**config.mk**
```make
export PLATFORM = sky130hd
export DESIGN_NAME = pad_gpio_ctrl
export DESIGN_NICKNAME = d
export VERILOG_FILES = /design/src/rtl/pad_gpio_ctrl.sv
export SDC_FILE = /design/constraint.sdc
export NUM_CORES = 1
export LEC_CHECK = 0
export ABC_CLOCK_PERIOD_IN_PS = 5700
export BUFFER_PORTS_ARGS = -buffer_cell sky130_fd_sc_hd__buf_2
export CAP_MARGIN = 10
export CORE_ASPECT_RATIO = 1.75
export CORE_MARGIN = 8
export CORE_UTILIZATION = 40
export CTS_CLUSTER_DIAMETER = 200
export DETAILED_ROUTE_END_ITERATION = 8
export GPL_ROUTABILITY_DRIVEN = 0
export GPL_TIMING_DRIVEN = 0
export SLEW_MARGIN = 40
export SYNTH_ARGS = -nofsm -noshare
export SYNTH_HDL_FRONTEND = slang
export SYNTH_SLANG_ARGS = --single-unit
```
**constraint.sdc**
```tcl
create_clock -name clk -period 5.7 [get_ports clk]
set_input_delay 0.855 -clock clk [delete_from_list [all_inputs] [get_ports clk]]
set_output_delay 0.855 -clock clk [all_outputs]
set_load 0.02 [all_outputs]
```
**src/rtl/pad_gpio_ctrl.sv**
```systemverilog
// Per-pin GPIO pad controller: registered pad controls, input synchroniser with
// debounce filter, and sticky rise/fall edge status with a combined interrupt.
module pad_gpio_ctrl #(
  parameter int NUM_PADS    = 11,
  parameter int SYNC_STAGES = 2,
  parameter int DEBOUNCE    = 4,
  parameter int CNT_W       = $clog2(DEBOUNCE + 1)
) (
  input  logic                clk,
  input  logic                rst,
  input  logic [NUM_PADS-1:0] gpio_out_i,
  input  logic [NUM_PADS-1:0] gpio_dir_i,
  input  logic [NUM_PADS-1:0] gpio_pe_i,
  input  logic [NUM_PADS-1:0] gpio_ds_i,
  input  logic [NUM_PADS-1:0] irq_rise_en_i,
  input  logic [NUM_PADS-1:0] irq_fall_en_i,
  input  logic [NUM_PADS-1:0] irq_clr_i,
  output logic [NUM_PADS-1:0] gpio_in_o,
  output logic [NUM_PADS-1:0] irq_status_o,
  output logic                irq_o,
  output logic [NUM_PADS-1:0] pad_i_o,
  output logic [NUM_PADS-1:0] pad_oen_o,
  output logic [NUM_PADS-1:0] pad_ie_o,
  output logic [NUM_PADS-1:0] pad_pe_o,
  output logic [NUM_PADS-1:0] pad_ds_o,
  input  logic [NUM_PADS-1:0] pad_c_i
);

  localparam int SET_W = $clog2(SYNC_STAGES + 1);

  typedef enum logic [1:0] {IN_RUN, OUT_HOLD, SETTLE} pin_state_t;

  logic [NUM_PADS-1:0] r_pad_i;
  logic [NUM_PADS-1:0] r_pad_oen;
  logic [NUM_PADS-1:0] r_pad_ie;
  logic [NUM_PADS-1:0] r_pad_pe;
  logic [NUM_PADS-1:0] r_pad_ds;

  // Pads come out of reset as plain inputs so nothing is driven before software configures them.
  always_ff @(posedge clk or posedge rst) begin
    if (rst) begin
      r_pad_i   <= '0;
      r_pad_oen <= '1;
      r_pad_ie  <= '1;
      r_pad_pe  <= '0;
      r_pad_ds  <= '0;
    end else begin
      r_pad_i   <= gpio_out_i;
      r_pad_oen <= ~gpio_dir_i;
      r_pad_ie  <= ~gpio_dir_i;
      r_pad_pe  <= gpio_pe_i;
      r_pad_ds  <= gpio_ds_i;
    end
  end

  assign pad_i_o   = r_pad_i;
  assign pad_oen_o = r_pad_oen;
  assign pad_ie_o  = r_pad_ie;
  assign pad_pe_o  = r_pad_pe;
  assign pad_ds_o  = r_pad_ds;

  for (genvar g = 0; g < NUM_PADS; g++) begin : g_pin
    pin_state_t             r_state;
    logic [SYNC_STAGES-1:0] r_sync;
    logic [CNT_W-1:0]       r_cnt;
    logic [SET_W-1:0]       r_settle;
    logic                   r_filt;
    logic                   r_status;
    logic                   w_syncOut;
    logic                   w_differ;
    logic                   w_update;
    logic                   w_set;

    assign w_syncOut = r_sync[SYNC_STAGES-1];
    assign w_differ  = (w_syncOut != r_filt);
    assign w_update  = (r_state == IN_RUN) && w_differ && (r_cnt == CNT_W'(DEBOUNCE - 1));
    assign w_set     = w_update && (w_syncOut ? irq_rise_en_i[g] : irq_fall_en_i[g]);

    // SETTLE refills the synchroniser after output mode and adopts its value without an edge.
    always_ff @(posedge clk or posedge rst) begin
      if (rst) begin
        r_state  <= IN_RUN;
        r_sync   <= '0;
        r_cnt    <= '0;
        r_settle <= '0;
        r_filt   <= 1'b0;
        r_status <= 1'b0;
      end else begin
        r_status <= w_set | (r_status & ~irq_clr_i[g]);
        case (r_state)
          IN_RUN: begin
            r_sync <= {r_sync[SYNC_STAGES-2:0], pad_c_i[g]};
            if (w_update) begin
              r_filt <= w_syncOut;
              r_cnt  <= '0;
            end else if (w_differ) begin
              r_cnt <= r_cnt + 1'b1;
            end else begin
              r_cnt <= '0;
            end
            if (gpio_dir_i[g]) begin
              r_state <= OUT_HOLD;
              r_cnt   <= '0;
            end
          end
          OUT_HOLD: begin
            r_cnt <= '0;
            if (!gpio_dir_i[g]) begin
              r_state  <= SETTLE;
              r_settle <= '0;
            end
          end
          SETTLE: begin
            r_sync <= {r_sync[SYNC_STAGES-2:0], pad_c_i[g]};
            r_cnt  <= '0;
            if (gpio_dir_i[g]) begin
              r_state <= OUT_HOLD;
            end else if (r_settle == SET_W'(SYNC_STAGES)) begin
              r_filt  <= w_syncOut;
              r_state <= IN_RUN;
            end else begin
              r_settle <= r_settle + 1'b1;
            end
          end
          default: r_state <= IN_RUN;
        endcase
      end
    end

    assign gpio_in_o[g]    = r_filt;
    assign irq_status_o[g] = r_status;
  end

  assign irq_o = |irq_status_o;

endmodule
```
==> flow_metrics.py <==
metrics = {
    "outcome": {
        "outcome": "completed",
    },
    "detailed_routing": {
        "drt-total-wl_mm": 17.55,
        "drc": 0,
        "vias_per_cell": 5.002,
        "dr.first_iter.drc_count": 244,
        "routedWlPerCell_um": 14.19,
        "drt-pass1-iter-count": 6,
        "via_count": 6188,
        "final_antenna_net_count": 0,
    },
    "cells_and_area": {
        "syn2layout_area_growth_pct": 22.29,
        "final_common_cell": "buf_2",
        "multi_input_area_sq_um": 3676,
        "fin_nets": 1139,
        "drive_gt1_frac": 0.2853,
        "fillers": 1939,
        "layout_common_cells": "buf_2, dfrtp_1, inv_1, ha_1, nand2_1",
        "stdcell_count": 1237,
        "regArea_sq_um": 4143,
        "n_antenna_cell": 0,
        "fin_util": 0.4950,
        "final_area_sq_um": 10320,
    },
    "floorplanning": {
        "coreArea_sq_um": 20850,
        "die_w_um": 125.8,
        "die_h_um": 208.1,
        "num_rows": 70,
        "io_pins": 168,
        "initial_core_util": 0.4047,
        "dieArea_sq_um": 26180,
    },
    "synth": {
        "synthFlopType": "dfrtp_1",
        "syn-num-nets": 954,
        "synth_area_per_cell_sq_um": 10.72,
        "synthDistinctLibCells": 49,
        "yosysWarnings": 0,
        "syn_area_sq_um": 8437,
        "yosysSeqAreaShare": 0.4910,
        "synth_edf_count": 0,
        "async_flop_share": 1.000,
        "yosys_register_bits": 165,
        "syn_inst": 787,
    },
    "timing": {
        "tightestPinTransition_ps": 757.1,
        "slew_violations": 0,
        "fin_setup_tns_ps": 0,
        "min_period_over_period": 0.4750,
        "relSlewSlack": 0.4906,
        "fmax_ghz": 0.3694,
        "finalHoldViolations": 0,
        "skew_ps": 9.435,
        "hold_ws_ps": 415.7,
        "rsz0062_at_grt": "false",
        "min_period_ps": 2707,
        "worst_slack_ps": 2993,
        "finalSetupViolations": 0,
    },
    "clock_network": {
        "cts_resized": 0,
        "numCtsBuffers": 17,
        "cts.path.max_buffers": 2,
        "post-cts-setup-buffers": 0,
        "cts_tree": "built",
        "cts_hold_buf": 0,
        "cts_sinks": 165,
        "clock_latency_ps": 430,
        "clkTransAtPathRegs_ps": 70,
        "h-tree-depth": 4,
        "root_buffer": "clkbuf_16",
    },
    "setup_path": {
        "crit_required_ps": 4850,
        "criticalPathCategory": "reg -> out",
        "reg2reg_to": "g_pin[8].r_filt$_DFFE_PP0P_",
        "setup.worst_path.end_class": "primary output",
        "r2r-start": "g_pin[8].r_state[0]$_DFFE_PP0P_",
        "start_kind": "flip-flop",
        "cp.arrival_ps": 1850,
        "cp_max_fo": 3,
        "reg2reg_depth": 6,
        "reg2reg_slack_ps": 3950,
    },
    "placement": {
        "dp.cells": 1205,
        "hpwlAfterDp_mm": 13.45,
        "dpl_cell_area_sq_um": 9635,
        "placement.io_buffers": 164,
        "post-place-ws_ps": 3369,
    },
    "grt": {
        "grt_max_degree": 70,
        "grt_pass1_vias": 6389,
        "antenna_found_initial": 0,
        "grt_pass1_wl_mm": 29.68,
        "track_usage": 0.1391,
        "overflow": 0,
    },
    "power": {
        "vdd_drop_max_uv": 331.2,
        "power_density_nw_per_um2": 472.6,
        "leakage_nw": 4.913,
        "p_total_mw": 4.876,
    },
    "job": {
        "maxCapViolCount": 0,
    },
    "hold_path": {
        "hold_path.class": "in -> async",
    },
}
==> sequential cells by signal (all words and copies together), names as in the netlist <==
name	cells
g_pin.r_settle	22
g_pin.r_state	22
pad_ds_o	11
g_pin.r_sync	22
g_pin.r_cnt	33
pad_pe_o	11
pad_ie_o	11
g_pin.r_status	11
pad_i_o	11
g_pin.r_filt	11
==> cell usage after synthesis, types with 11 or more instances <==
| cell type | instances | area share |
|---|---|---|
| o21ai_0 | 54 | 0.032 |
| a21oi_1 | 19 | 0.011 |
| o2bb2ai_1 | 14 | 0.015 |
| nand2b_1 | 18 | 0.013 |
| inv_1 | 84 | 0.037 |
| mux2_2 | 30 | 0.040 |
| dfrtp_1 | 154 | 0.46 |
| o31ai_1 | 15 | 0.013 |
| o211ai_1 | 11 | 0.0098 |
| nand3b_1 | 16 | 0.014 |
| nor3_1 | 17 | 0.010 |
| a22o_1 | 11 | 0.011 |
| ha_1 | 77 | 0.11 |
| dfstp_2 | 11 | 0.034 |
| nor2b_1 | 25 | 0.019 |
| nor2_1 | 23 | 0.010 |
| nand2_1 | 70 | 0.031 |
| buf_4 | 33 | 0.029 |
==> critical path, cell delays in order (launching register included) <==
cell and delay [ps]:
dfrtp_1 410, nor4_1 690, nand3_1 130, buf_2 200
==> layout make-up <==
type	count	area share
flip-flops and latches	165	0.4015
multi-input cells	497	0.3563
repair buffers	166	0.08489
clock buffers	21	0.04463
inverters	84	0.03129
well taps	252	0.03056
plain buffers	41	0.02935
clock inverters	11	0.02146
==> report_power, final <==
| part | internal (mW) | switching (mW) | leakage [nW] |
|---|---|---|---|
| Combinational | 0.866 | 0.907 | 2.51 |
| Sequential | 1.49 | 0.291 | 2.08 |
| Clock | 0.848 | 0.470 | 0.324 |
==> per-layer routing <==
metal	vias to the layer above	wire length, um	global-route usage	share of wire
met2	136	9164	0.2503	0.52
met1	2936	6921	0.1404	0.39
li1	3094	-	-	-
met5	-	0	0	0
met3	22	1083	0.04968	0.062
met4	0	380	0.06341	0.022
==> how the worst max path moves through the flow <==
| stage | start | depth (start not counted) | end | slack [ps] |
|---|---|---|---|---|
| after floorplan | rst | 1 | g_pin[0].r_cnt[0]$_DFFE_PP0P_ | 400 |
| after global placement | rst | 2 | g_pin[3].r_settle[1]$_DFFE_PP0P_ | -1800 |
| after detailed placement | g_pin[8].r_status$_DFF_PP0_ | 3 | irq_o | 3370 |
| after CTS | g_pin[8].r_status$_DFF_PP0_ | 3 | irq_o | 2890 |
| after global routing | g_pin[5].r_status$_DFF_PP0_ | 3 | irq_o | 2910 |
| final | g_pin[5].r_status$_DFF_PP0_ | 3 | irq_o | 2990 |
==> cells by family (layout without fill, tap and decap cells) <==
family	Yosys count	after routing	share of synthesized area
AOI/OAI and AO/OA	177	177	0.1447
xor gates and xnor gates	8	8	0.008305
adders and majority gates	77	77	0.1142
buffers and inverters	125	323	0.07326
DFF	165	165	0.4910
muxes	32	32	0.04241
and+or+nand+nor	203	203	0.1261
(Power assumes the default switching activity.)
